<file path="src/rtl/mux_scan_sequencer.sv">
// mux_scan_sequencer: steps the select lines of a 4:1 MUX through one channel
// or all four, waits DWELL cycles on each select, samples z, and presents the
// captured 4-bit word (plus a mask of sampled channels) over valid/ready.
module mux_scan_sequencer #(
  parameter int DWELL = 2
) (
  input  logic       clk,
  input  logic       rst_n,
  input  logic       start,
  input  logic       mode,
  input  logic [1:0] ch,
  input  logic       z_in,
  output logic [1:0] sel,
  output logic       busy,
  output logic       out_valid,
  input  logic       out_ready,
  output logic [3:0] out_data,
  output logic [3:0] out_mask
);

  // A zero settle time has no meaning; stop the build instead of misbehaving.
  if (DWELL < 1) begin : g_dwell_check
    $error("mux_scan_sequencer: DWELL must be >= 1");
  end

  localparam int CW = (DWELL < 1) ? 1 : $clog2(DWELL + 1);
  localparam logic [CW-1:0] CNT_LAST = CW'(DWELL - 1);
  localparam logic [CW-1:0] CNT_ONE  = CW'(1);

  typedef enum logic [1:0] {
    ST_IDLE   = 2'd0,
    ST_SETTLE = 2'd1,
    ST_HOLD   = 2'd2
  } state_t;

  state_t        r_state;
  logic          r_mode;
  logic [1:0]    r_sel;
  logic          r_busy;
  logic          r_valid;
  logic [3:0]    r_data;
  logic [3:0]    r_mask;
  logic [CW-1:0] r_cnt;

  // Capture sequencer: accept a request, dwell and sample each channel, then hold the word until it is taken.
  always_ff @(posedge clk or negedge rst_n) begin
    if (!rst_n) begin
      r_state <= ST_IDLE;
      r_mode  <= 1'b0;
      r_sel   <= 2'd0;
      r_busy  <= 1'b0;
      r_valid <= 1'b0;
      r_data  <= 4'd0;
      r_mask  <= 4'd0;
      r_cnt   <= '0;
    end else begin
      case (r_state)
        ST_IDLE: begin
          // sel keeps its last value while idle; only a new request moves it.
          if (start) begin
            r_mode  <= mode;
            r_sel   <= mode ? ch : 2'd0;
            r_data  <= 4'd0;
            r_mask  <= 4'd0;
            r_cnt   <= '0;
            r_busy  <= 1'b1;
            r_state <= ST_SETTLE;
          end else begin
            r_state <= ST_IDLE;
          end
        end
        ST_SETTLE: begin
          if (r_cnt == CNT_LAST) begin
            r_data[r_sel] <= z_in;
            r_mask[r_sel] <= 1'b1;
            r_cnt         <= '0;
            // Channel 3 always ends a full scan; the select never wraps to 0.
            if (r_mode || (r_sel == 2'd3)) begin
              r_valid <= 1'b1;
              r_state <= ST_HOLD;
            end else begin
              r_sel   <= r_sel + 2'd1;
            end
          end else begin
            r_cnt <= r_cnt + CNT_ONE;
          end
        end
        ST_HOLD: begin
          // Word, mask and select stay frozen until the consumer takes the word.
          if (out_ready) begin
            r_valid <= 1'b0;
            r_busy  <= 1'b0;
            r_state <= ST_IDLE;
          end else begin
            r_state <= ST_HOLD;
          end
        end
        default: begin
          r_state <= ST_IDLE;
          r_busy  <= 1'b0;
          r_valid <= 1'b0;
          r_cnt   <= '0;
        end
      endcase
    end
  end

  assign sel       = r_sel;
  assign busy      = r_busy;
  assign out_valid = r_valid;
  assign out_data  = r_data;
  assign out_mask  = r_mask;

endmodule

</file>
<file path="config.mk">
export PLATFORM = sky130hd
export DESIGN_NAME = mux_scan_sequencer
export DESIGN_NICKNAME = d
export VERILOG_FILES = /design/src/rtl/mux_scan_sequencer.sv
export SDC_FILE = /design/constraint.sdc
export NUM_CORES = 1
export LEC_CHECK = 0
export CAP_MARGIN = 20
export CORE_MARGIN = 4
export CORE_UTILIZATION = 40
export CTS_CLUSTER_DIAMETER = 200
export DETAILED_ROUTE_END_ITERATION = 8
export PLACE_DENSITY = 0.73
export SETUP_SLACK_MARGIN = 0.2
export SLEW_MARGIN = 20
export SYNTH_ARGS = -nofsm -noshare
export SYNTH_HDL_FRONTEND = slang
export SYNTH_SLANG_ARGS = --single-unit
</file>
<file path="constraint.sdc">
create_clock -name clk -period 3.35 [get_ports clk]
set_clock_uncertainty 0.05 [all_clocks]
set_input_delay 0.5025 -clock clk [delete_from_list [all_inputs] [get_ports clk]]
set_output_delay 0.5025 -clock clk [all_outputs]
set_load 0.02 [all_outputs]
</file>
# After elaboration in Yosys (flattened, before gate mapping)
# Cells that the tools add are included.
[word_totals]
register_bits = 17
latchBits = 0
ram_bits = 0
rom_bits = 0
inputBits = 8
output_inout_bits = 12
elab_cells = 63
memories = 0
[op_classes]
add_sub_neg = 2
mul = 0
div_mod_pow = 0
magnitude_cmp = 2
n_eq_ne = 9
shift = 0
mux = 27
bitwise = 4
n_reduce_logical = 11
[op_table]
columns = ["cell", "n"]
rows = [
  ["2-bit two-way mux", 9],
  ["4-bit case mux with 2 select lines", 2],
  ["4-bit two-way mux", 3],
  ["2-bit case mux with 3 select lines", 2],
  ["2-bit != test (second input constant)", 5],
  ["4-bit AND reduction", 2],
  ["1-bit two-way mux", 6],
  ["1-bit case mux with 3 select lines", 2],
  ["2-bit AND reduction", 3],
  ["3-bit AND reduction", 2],
  ["2-bit by 1-bit adder with 2-bit output (second input constant)", 2],
  ["4-bit bitwise mux", 1],
  ["2-bit by 1-bit equality test with 1-bit output (second input constant)", 2],
  ["2-bit equality test (second input constant)", 2],
  ["4-bit OR", 1],
  ["2-bit case mux with 2 select lines", 1],
  ["2-bit by 3-bit less-than comparator with 1-bit output (second input constant)", 1],
  ["1-bit inverter", 3],
  ["1-bit demux with 2-bit select", 1],
  ["2-bit by 1-bit >= comparator with 1-bit output (second input constant)", 1],
  ["2-bit logical NOT", 1],
  ["2-bit nonzero test", 1],
  ["1-bit logical AND", 1],
  ["1-bit logical OR", 1],
]

# Depth between registers and ports, before layout
# Gate-level depths: netlist of run 1.
[logic_depth]
depth_word = 7
ltp_mapped = 5
depth_no_buf = 5

# Least setup slack after synthesis of run 1
# OpenSTA, ideal clock, no wires.
[synth_timing]
path_type = "register -> register"
startpoint = "register r_sel[0], in the netlist sel[0]"
endpoint = "register r_sel[1], in the netlist sel[1]"
setup_ps = 125
arrival_ps = 1227
t_required_ps = 3175
slack_ps = 1947
stages_incl_launch_ff = 6
n_path_buf = 0
period_less_slack_ps = 1403
path_cell_list = "dfrtp_1 inv_1 ha_1 and3b_1 a31oi_1 mux2i_1"
[synth_between]
elab_chain_len = 4
elab_cells_between_ends = 8
cone_classes = "1 x add/sub; 2 x eq/ne; 3 x mux; 2 x reduce/logical"
[synth_lines]
columns = ["element", "line_no", "text"]
rows = [
  ["start: declaration", "38", "logic [1:0] r_sel;"],
  ["start signal: assignment", "62", "r_sel <= mode ? ch : 2'd0;"],
  ["start signal: assignment", "82", "r_sel <= r_sel + 2'd1;"],
  ["2-bit by 1-bit adder with 2-bit output or 2-bit equality test (tied branches)", "82, 78", ""],
  ["2-bit two-way mux or 1-bit logical OR (tied branches)", "78", "if (r_mode || (r_sel == 2'd3)) begin"],
  ["2-bit two-way mux or 2-bit != test (tied branches)", "--", ""],
  ["2-bit case mux with 2 select lines or 4-bit AND reduction (tied branches)", "--", ""],
]
# Parallel ways exist; a longest one is shown, timed or not. The select of a mux whose other input is x is not followed.
# A chain may end at the register's enable or synchronous reset.

# Final worst setup path of run 1
[layout_timing]
startpoint = "register r_sel[0], in the netlist sel[0]"
endpoint = "output port sel[0]"
[layout_lines]
columns = ["element", "line_no", "text"]
rows = [
  ["end: declaration", "13", "output logic [1:0] sel,"],
]
# No word-level cell between the ends.

==> results.toml, run 1 <==
[outcome]
status = "finished, final reports clean"

[placement]
placedCellCount = 123
portBuffers = 19
dp.final_hpwl_mm = 1.23
gp_congestion = 0.850
placedInstanceArea_um2 = 1060

[sta]
hold_viol_final = 0
fmax_ghz = 0.526
finalCritPeriodShare_pct = 56.7
rsz0062_at_grt = "no"
relSlewSlack_pct = 49.7
timing.hold.ws_ps = 430
drv_slew = 0
min_period_ps = 1900
setup_viol = 0
tightest_slew_ps = 752
finalSetupTns_ps = 0

[pwr]
max-vdd-ir-drop_mv = 0.463
p_per_area_nw_per_um2 = 911
p_leak_nw = 0.512

[clock_network]
tritoncts = "done"
clock-sinks = 17
clock_latency_ps = 280
ctsHoldBuffers = 0
clkSlewWorstSetupHoldPaths_ps = 90
cts_resized = 0
cts_max_level = 1
cts_buffer_depth = 2
root_buffer = "clkbuf_4"
numCtsBuffers = 3
postCtsSetupRepairBufs = 0

[floorplanning]
io_pins = 20
rows = 16
dieArea_um2 = 2990
die_h_um = 54.7
die_w_um = 54.7
coreArea_um2 = 2020
start_util_pct = 43.2

[logic_synthesis]
ys_types = 29
synth_ff_type = "dfrtp_1"
synth.area.top_cells = "dfrtp_1, ha_1, mux2i_1"
synthCells = 81
synth_top_area_share_pct = 48.7
synthesis.area_um2 = 873
avgSynthCellArea_um2 = 10.8
yosysWarnings = 0
ys_ff_latch = 17
synthArstFlopShare_pct = 100
yosysSeqAreaShare_pct = 48.7
yosysMostFrequentCell = "dfrtp_1"
syn_nets = 93
ys_top_cells_by_count = "dfrtp_1, inv_1, nand2_1, nor2_1"
synth_edf_count = 0
synth_top_area_cell = "dfrtp_1"

[layout]
final_util_pct = 53.7
syn_to_final_growth_pct = 24.2
final_cells = 127
finalNetCount = 113
fin_area_um2 = 1080
drive_gt1_share_pct = 10.0
antenna_cells = 0

[routing]
top_layer = "met3"
wirelength_mm = 1.57
drt-met1-wl_um = 709
detail_route.vias_per_cell = 4.86
ant_nets = 0
met3_length_um = 95
num_vias = 617
firstDrtPassIters = 2
drt_iter0_markers = 3
wl_per_cell_um = 12.4
route.met2.wl_um = 765
remaining_drc_errors = 0

[worst_setup_path]
cp.required_ps = 2800
crit_chain = "clkdlybuf4s50_1"
end_kind = "output port"
worstPathMaxFanout = 5
worstSetupPathType = "register to output port"
critPathTopFamily = "buffers and inverters"
critPathMaxStageDelay_ps = 630
slowest_stage = "clkdlybuf4s50_1"
worst_ep_arrival_time_ps = 1350
critPathLaunchType = "register"
cp_num_buf_inv = 1

[job]
maxCapViolCount = 0

[grt]
grt_pass1_vias = 599
grtUsageTotal_pct = 12.1
grt_max_degree = 18
gr-total-overflow = 0
antenna_found_initial = 0
grt_pass1_wl_mm = 2.53

[hold_path]
min_path_type = "register to register"
-- cells by family after synthesis --
logic type	count (synthesis)	synth area share, %
compound gates	23	18.1
buf+inv	11	7.45
mux	4	4.58
flops	17	48.7
simple gates	22	15.5
fa+ha+maj	4	5.73
-- placed cells by master (no fill, tap or decap), types with 2 or more instances in the layout --
cell / netlist / final
clkdlybuf4s50_1: 0 / 19
nand2_1: 7 / 7
o22ai_1: 3 / 3
o21ai_2: 2 / 2
inv_1: 7 / 7
o21ai_0: 2 / 2
nor2_1: 5 / 5
ha_1: 4 / 4
o21a_1: 2 / 2
dfrtp_1: 17 / 17
mux2i_1: 4 / 4
a21oi_1: 4 / 4
nand2b_1: 2 / 2
a21o_1: 4 / 4
clkbuf_4: 0 / 3
-- final cells by class --
cell class                 instances  area, um2
tap                               27       33.8
inverter                           7       26.3
sequential                        17        425
fill                             198        937
clock buffer                       4       26.3
timing repair buffer              19        190
multi-input combinational         53        383
-- state kept, by name, indices dropped and copies added (netlist names) --
signal / flops
out_mask: 4
sel: 2
out_valid: 1
r_cnt: 2
r_mode: 1
out_data: 4
r_state: 2
busy: 1
-- power breakdown --
group	internal, mW	switching, mW	leakage (nW)
clock	0.0463	0.0583	0.0150
sequential	0.288	0.0806	0.216
combinational	0.248	0.267	0.280
total	0.583	0.406	0.512
-- per-layer routing --
metal / up-vias / GRT usage [%]
met2: 17 / 19.5
met3: 0 / 4.90
met1: 285 / 14.7
met5: - / 0
met4: 0 / 3.73
li1: 315 / -
-- stage by stage --
| stage | total power, mW | worst slack [ps] |
|---|---|---|
| after floorplan | 0.737 | 1950 |
| after global placement | 0.885 | 1380 |
| after detailed placement | 0.898 | 1320 |
| after CTS | 1.01 | 1420 |
| after global routing | 1.07 | 1390 |
| final | 0.989 | 1450 |
-- worst paths after layout --
path	start	endpoint	slack, ps	depth (start not counted)
worst max register to register	r_state[0]$_DFFE_PN0P_	out_data[2]$_DFFE_PN0P_	1780	3
worst max-delay path	sel[0]$_DFFE_PN0P_	sel[0]	1450	1
max in group asynchronous	rst_n	out_data[2]$_DFFE_PN0P_	2180	1
worst min-delay path	r_mode$_DFFE_PN0P_	r_mode$_DFFE_PN0P_	430	2
min in group asynchronous	rst_n	out_mask[3]$_DFFE_PN0P_	610	1
worst min register to register	r_mode$_DFFE_PN0P_	r_mode$_DFFE_PN0P_	430	2
No activity file was read; power rests on OpenSTA's default activity.
==> run 2, diff against run 1 <==
--- a/config.mk
+++ b/config.mk
@@ -10,7 +10,7 @@
 export CORE_UTILIZATION = 40
 export CTS_CLUSTER_DIAMETER = 200
 export DETAILED_ROUTE_END_ITERATION = 8
-export PLACE_DENSITY = 0.73
+export PLACE_DENSITY = 0.76
 export SETUP_SLACK_MARGIN = 0.2
 export SLEW_MARGIN = 20
 export SYNTH_ARGS = -nofsm -noshare
==> constraint.sdc (replaced) <==
create_clock -name clk -period 1.7 [get_ports clk]
set_clock_uncertainty 0.05 [all_clocks]
set_input_delay 0.255 -clock clk [delete_from_list [all_inputs] [get_ports clk]]
set_output_delay 0.255 -clock clk [all_outputs]
set_load 0.02 [all_outputs]
==> run 2 against run 1 <==
Against the previous run: total power is 91% higher; hold slack worse by 200 ps; via count is 7.0% higher; core utilization is 0.12 points higher; sequential share of layout area hardly changed; register-to-register slack worse by 1500 ps; critical path depth is 2 higher; non-clock buffer count is 2 higher; worst setup slack worse by 1100 ps; clock-buffer cell count is 1 lower; global-route usage is 0.89 points higher; critical path type is now register to register.
==> results.toml, run 2 (synthesized netlist as in run 1, its figures left out) <==
[routing]
wl_per_cell_um = 12.6
remaining_drc_errors = 0
detail_route.vias_per_cell = 5.12
firstDrtPassIters = 4
drt_iter0_markers = 9
ant_nets = 0
num_vias = 660
wirelength_mm = 1.62

[worst_setup_path]
worst_r2r_path_depth = 3
reg2reg_slack_ps = 300
critPathLaunchType = "register"
end_kind = "register"
critPathMaxStageDelay_ps = 540
r2r-end = "out_data[2]$_DFFE_PN0P_"
crit_chain = "or3b_1 > nand2_1 > mux2i_1"
cp_num_buf_inv = 0
slowest_stage = "or3b_1"
critPathTopFamily = "simple AND/OR/NAND/NOR gates"
worstSetupPathType = "register to register"
cp.required_ps = 1840
worstPathMaxFanout = 10
reg2reg_from = "r_state[0]$_DFFE_PN0P_"
worst_ep_arrival_time_ps = 1540

[grt]
grt_max_degree = 18
grtUsageTotal_pct = 13.0
grt_pass1_wl_mm = 2.73
antenna_found_initial = 0
gr-total-overflow = 0
grt_pass1_vias = 633

[pwr]
p_clk_share_pct = 11.5
max-vdd-ir-drop_mv = 0.700
p_per_area_nw_per_um2 = 1740
p_sw_mw = 0.815
p_int_mw = 1.08
power_mw = 1.89
p_sw_share_pct = 43.1
power_frac_comb_pct = 50.4
p_leak_nw = 0.558
seqPwrFrac_pct = 38.1

[layout]
drive_gt1_share_pct = 13.7
layout_commonest_cell = "dfrtp_1"
syn_to_final_growth_pct = 24.5
final_cell_mix = "dfrtp_1, dlygate4sd2_1, inv_1, nand2_1, clkdlybuf4s50_1"
fin_area_um2 = 1090
finalNetCount = 115
fill_cells = 196
antenna_cells = 0

[clock_network]
clock-sinks = 17
clkSlewWorstSetupHoldPaths_ps = 100
clock_latency_ps = 290
numCtsBuffers = 3
root_buffer = "clkbuf_4"
postCtsSetupRepairBufs = 0
tritoncts = "done"
cts_buffer_depth = 2
cts_max_level = 1

[sta]
finalCritPeriodShare_pct = 82.3
finalSetupTns_ps = 0
relSlewSlack_pct = 78.0
setup_ws_ps = 302
setup_viol = 0
rsz0062_at_grt = "no"
timing.hold.ws_ps = 230
hold_viol_final = 0
fmax_ghz = 0.715
tightest_slew_ps = 330
drv_slew = 0
min_period_ps = 1400

[placement]
portBuffers = 19
dp.final_hpwl_mm = 1.23
placedInstanceArea_um2 = 1070
dp_worst_setup_slack_ps = 105
gp_congestion = 0.746

[job]
maxCapViolCount = 0

[floorplanning]
die_h_um = 54.7
rows = 16
start_util_pct = 43.2
die_w_um = 54.7
io_pins = 20
coreArea_um2 = 2020
dieArea_um2 = 2990

[outcome]
status = "finished, final reports clean"

[hold_path]
min_path_type = "input port to asynchronous set/reset pin"
run 2: cell types whose count changed in the layout (fill, tap and decap cells not counted):
cell,delta
buf_4,+2
clkinv_2,+1
dfrtp_2,+1
dfrtp_1,-1
dlygate4sd2_1,+12
clkdlybuf4s50_1,-12
clkbuf_1,-1
run 2: worst reg2reg max path: cells and delay by family (launching register included):
kind | cells | cell delay (ps)
flip-flops | 1 | 510
AND/OR/NAND/NOR | 2 | 670
multiplexers | 1 | 70
run 2: per-layer routing:
layer  track usage (%)  vias up  part of all wire [%]
met5                 0        -                     0
met4              7.47        0                   2.4
met3              3.27        5                   5.8
met2              22.0       17                    49
met1              14.6      313                    42
li1                  -      325                     -
run 2: layout make-up:
class	instances	area, um2	area share [%]
clock buffer	3	22.5	2.07
clock inverter	1	5.00	0.460
inverter	7	26.3	2.42
multi-input combinational	53	383	35.2
sequential	17	427	39.2
tap	27	33.8	3.11
timing repair buffer	21	190	17.5
run 2: timing repair:
item	4_1_cts	5_1_grt
setup endpoints to repair	12	1
cloned	0	0
hold buffers	0	0
gates resized for setup	12	1
run 2: power groups by stage:
| stage | Sequential, mW | Clock, mW | Combinational, mW |
|---|---|---|---|
| after floorplan | 0.808 | 0 | 0.643 |
| after CTS | 0.720 | 0.230 | 0.969 |
| after global placement | 0.727 | 0 | 1.02 |
| after detailed placement | 0.734 | 0 | 1.04 |
| final | 0.720 | 0.219 | 0.954 |
| after global routing | 0.757 | 0.247 | 1.05 |
run 2: worst max path at each step:
stage,startpoint,endpoint,cells past startpoint,slack [ps]
final,r_state[0]$_DFFE_PN0P_,out_data[2]$_DFFE_PN0P_,3,300
after global routing,sel[0]$_DFFE_PN0P_,sel[0]$_DFFE_PN0P_,4,230
after CTS,r_state[0]$_DFFE_PN0P_,out_data[2]$_DFFE_PN0P_,3,290
after detailed placement,start,out_data[1]$_DFFE_PN0P_,4,110
after global placement,start,out_data[2]$_DFFE_PN0P_,4,160
after floorplan,sel[0]$_DFFE_PN0P_,sel[1]$_DFFE_PN0P_,5,300
run 2: through the flow:
step / std cells / utilization, %
after floorplan: 81 / -
final: 129 / 53.8
after detailed placement: 125 / 53.1
after global placement: 125 / 53.1
after CTS: 129 / 53.7
after global routing: 129 / 53.8
==> run 3, diff against run 2 <==
--- a/config.mk
+++ b/config.mk
@@ -10,7 +10,7 @@
 export CORE_UTILIZATION = 40
 export CTS_CLUSTER_DIAMETER = 200
 export DETAILED_ROUTE_END_ITERATION = 8
-export PLACE_DENSITY = 0.76
+export PLACE_DENSITY = 0.73
 export SETUP_SLACK_MARGIN = 0.2
 export SLEW_MARGIN = 20
 export SYNTH_ARGS = -nofsm -noshare
==> constraint.sdc (replaced) <==
create_clock -name clk -period 1.3 [get_ports clk]
set_clock_uncertainty 0.05 [all_clocks]
set_input_delay 0.195 -clock clk [delete_from_list [all_inputs] [get_ports clk]]
set_output_delay 0.195 -clock clk [all_outputs]
set_load 0.02 [all_outputs]
==> run 3 against run 2 <==
Against the previous run: the run now ends with negative setup slack left; critical path type unchanged; combinational power is 130% higher; core utilization is 15 points higher; design area is 29% higher; register-to-register slack worse by 320 ps; global-route usage is 4.3 points higher; total power is 84% higher.
==> results.toml, run 3 (synthesized netlist as in run 1, its figures left out) <==
[outcome]
status = "finished with violations"
failed_checks = "negative setup slack"

[placement]
gp_congestion = 0.807
placedInstanceArea_um2 = 1150
dp_worst_setup_slack_ps = -223
placedCellCount = 133
portBuffers = 19
dp.final_hpwl_mm = 1.36

[worst_setup_path]
worstSetupPathType = "register to register"
critPathLaunchType = "register"
worstPathMaxFanout = 7
reg2reg_slack_ps = -20
cp.required_ps = 1470
worst_ep_arrival_time_ps = 1490
end_kind = "register"

[layout]
syn_to_final_growth_pct = 60.3
antenna_cells = 0
final_cells = 154
final_cell_mix = "buf_4, buf_6, dfrtp_1"
finalNetCount = 140
layout_commonest_cell = "buf_4"
fin_area_um2 = 1400
drive_gt1_share_pct = 53.5
final_util_pct = 69.2

[pwr]
power_mw = 3.47
p_sw_mw = 1.38
power_frac_comb_pct = 63.0
max-vdd-ir-drop_mv = 1.48
p_leak_nw = 0.687
p_per_area_nw_per_um2 = 2480
seqPwrFrac_pct = 28.6
p_sw_share_pct = 39.7
p_clk_share_pct = 8.4
p_int_mw = 2.09

[routing]
remaining_drc_errors = 0
wl_per_cell_um = 13.9
ant_nets = 0
num_vias = 782
detail_route.vias_per_cell = 5.08
firstDrtPassIters = 4
drt_iter0_markers = 11
wirelength_mm = 2.15

[hold_path]
min_path_type = "input port to asynchronous set/reset pin"

[sta]
setup_ws_ps = -18.3
min_period_ps = 1320
finalSetupTns_ps = -67.5
setup_viol = 5
tightest_slew_ps = 237
relSlewSlack_pct = 84.2
rsz0062_at_grt = "yes"
drv_slew = 0
finalCritPeriodShare_pct = 101
timing.hold.ws_ps = 171
fmax_ghz = 0.759
hold_viol_final = 0

[grt]
grt_pass1_vias = 856
grtUsageTotal_pct = 17.3
antenna_found_initial = 0
grt_max_degree = 18
grt_pass1_wl_mm = 3.63
gr-total-overflow = 0

[clock_network]
numCtsBuffers = 3
cts_max_level = 1
ctsHoldBuffers = 0
tritoncts = "done"
clock_latency_ps = 290
root_buffer = "clkbuf_4"
cts_buffer_depth = 2
clock-sinks = 17
clkSlewWorstSetupHoldPaths_ps = 100

[floorplanning]
start_util_pct = 43.2
coreArea_um2 = 2020
die_w_um = 54.7
die_h_um = 54.7
dieArea_um2 = 2990
io_pins = 20
rows = 16

[job]
maxCapViolCount = 0
[run 3: cell types whose count changed in the layout (fill, tap and decap cells not counted), sizes merged]
cell / delta
clkbuf: +1
clkinv: -1
dlygate4sd2: -12
buf: +37
[run 3: power groups by stage]
stage               clock network (mW)  logic [mW]  registers (mW)
floorplan                            0       0.890            1.07
global placement                     0        1.52           0.952
detailed placement                   0        1.54           0.961
CTS                              0.300        1.95           0.958
global route                     0.322        2.37            1.03
finish                           0.291        2.19           0.993
[run 3: path summary, 6_finish.rpt]
path / to / from / cells past startpoint
worst max-delay path: out_data[2]$_DFFE_PN0P_ / r_state[1]$_DFFE_PN0P_ / 3
worst min-delay path: sel[1]$_DFFE_PN0P_ / rst_n / 2
worst max register to register: out_data[2]$_DFFE_PN0P_ / r_state[1]$_DFFE_PN0P_ / 3
max in group asynchronous: r_state[0]$_DFFE_PN0P_ / rst_n / 2
worst min register to register: out_valid$_DFFE_PN0P_ / out_valid$_DFFE_PN0P_ / 1
min in group clk: out_valid$_DFFE_PN0P_ / out_valid$_DFFE_PN0P_ / 1
[run 3: final cells by class]
class	count	area [um2]
Clock buffer	4	26.3
Sequential cell	17	430
Timing Repair Buffer	46	423
Multi-Input combinational cell	53	458
Fill cell	160	622
Tap cell	27	33.8
Inverter	7	28.8
[run 3: repair_timing]
| action | 4_1_cts | 5_1_grt |
|---|---|---|
| setup endpoints to repair | 29 | 29 |
| gates resized for setup | 75 | 20 |
| setup buffers | 14 | 3 |
| hold endpoints to repair | 0 | 0 |
| pin swaps | 8 | 3 |
[run 3: per-layer routing]
layer / global-route usage [%] / wire (um)
met2: 31.3 / 1190
met3: 2.45 / 97
met5: 0 / 0
met1: 19.2 / 811
met4: 9.54 / 48
[run 3: critical path, stage by stage (launching register included)]
cell	delay, ps
dfrtp_2	470
and4bb_4	400
o21a_4	150
mux2i_1	180
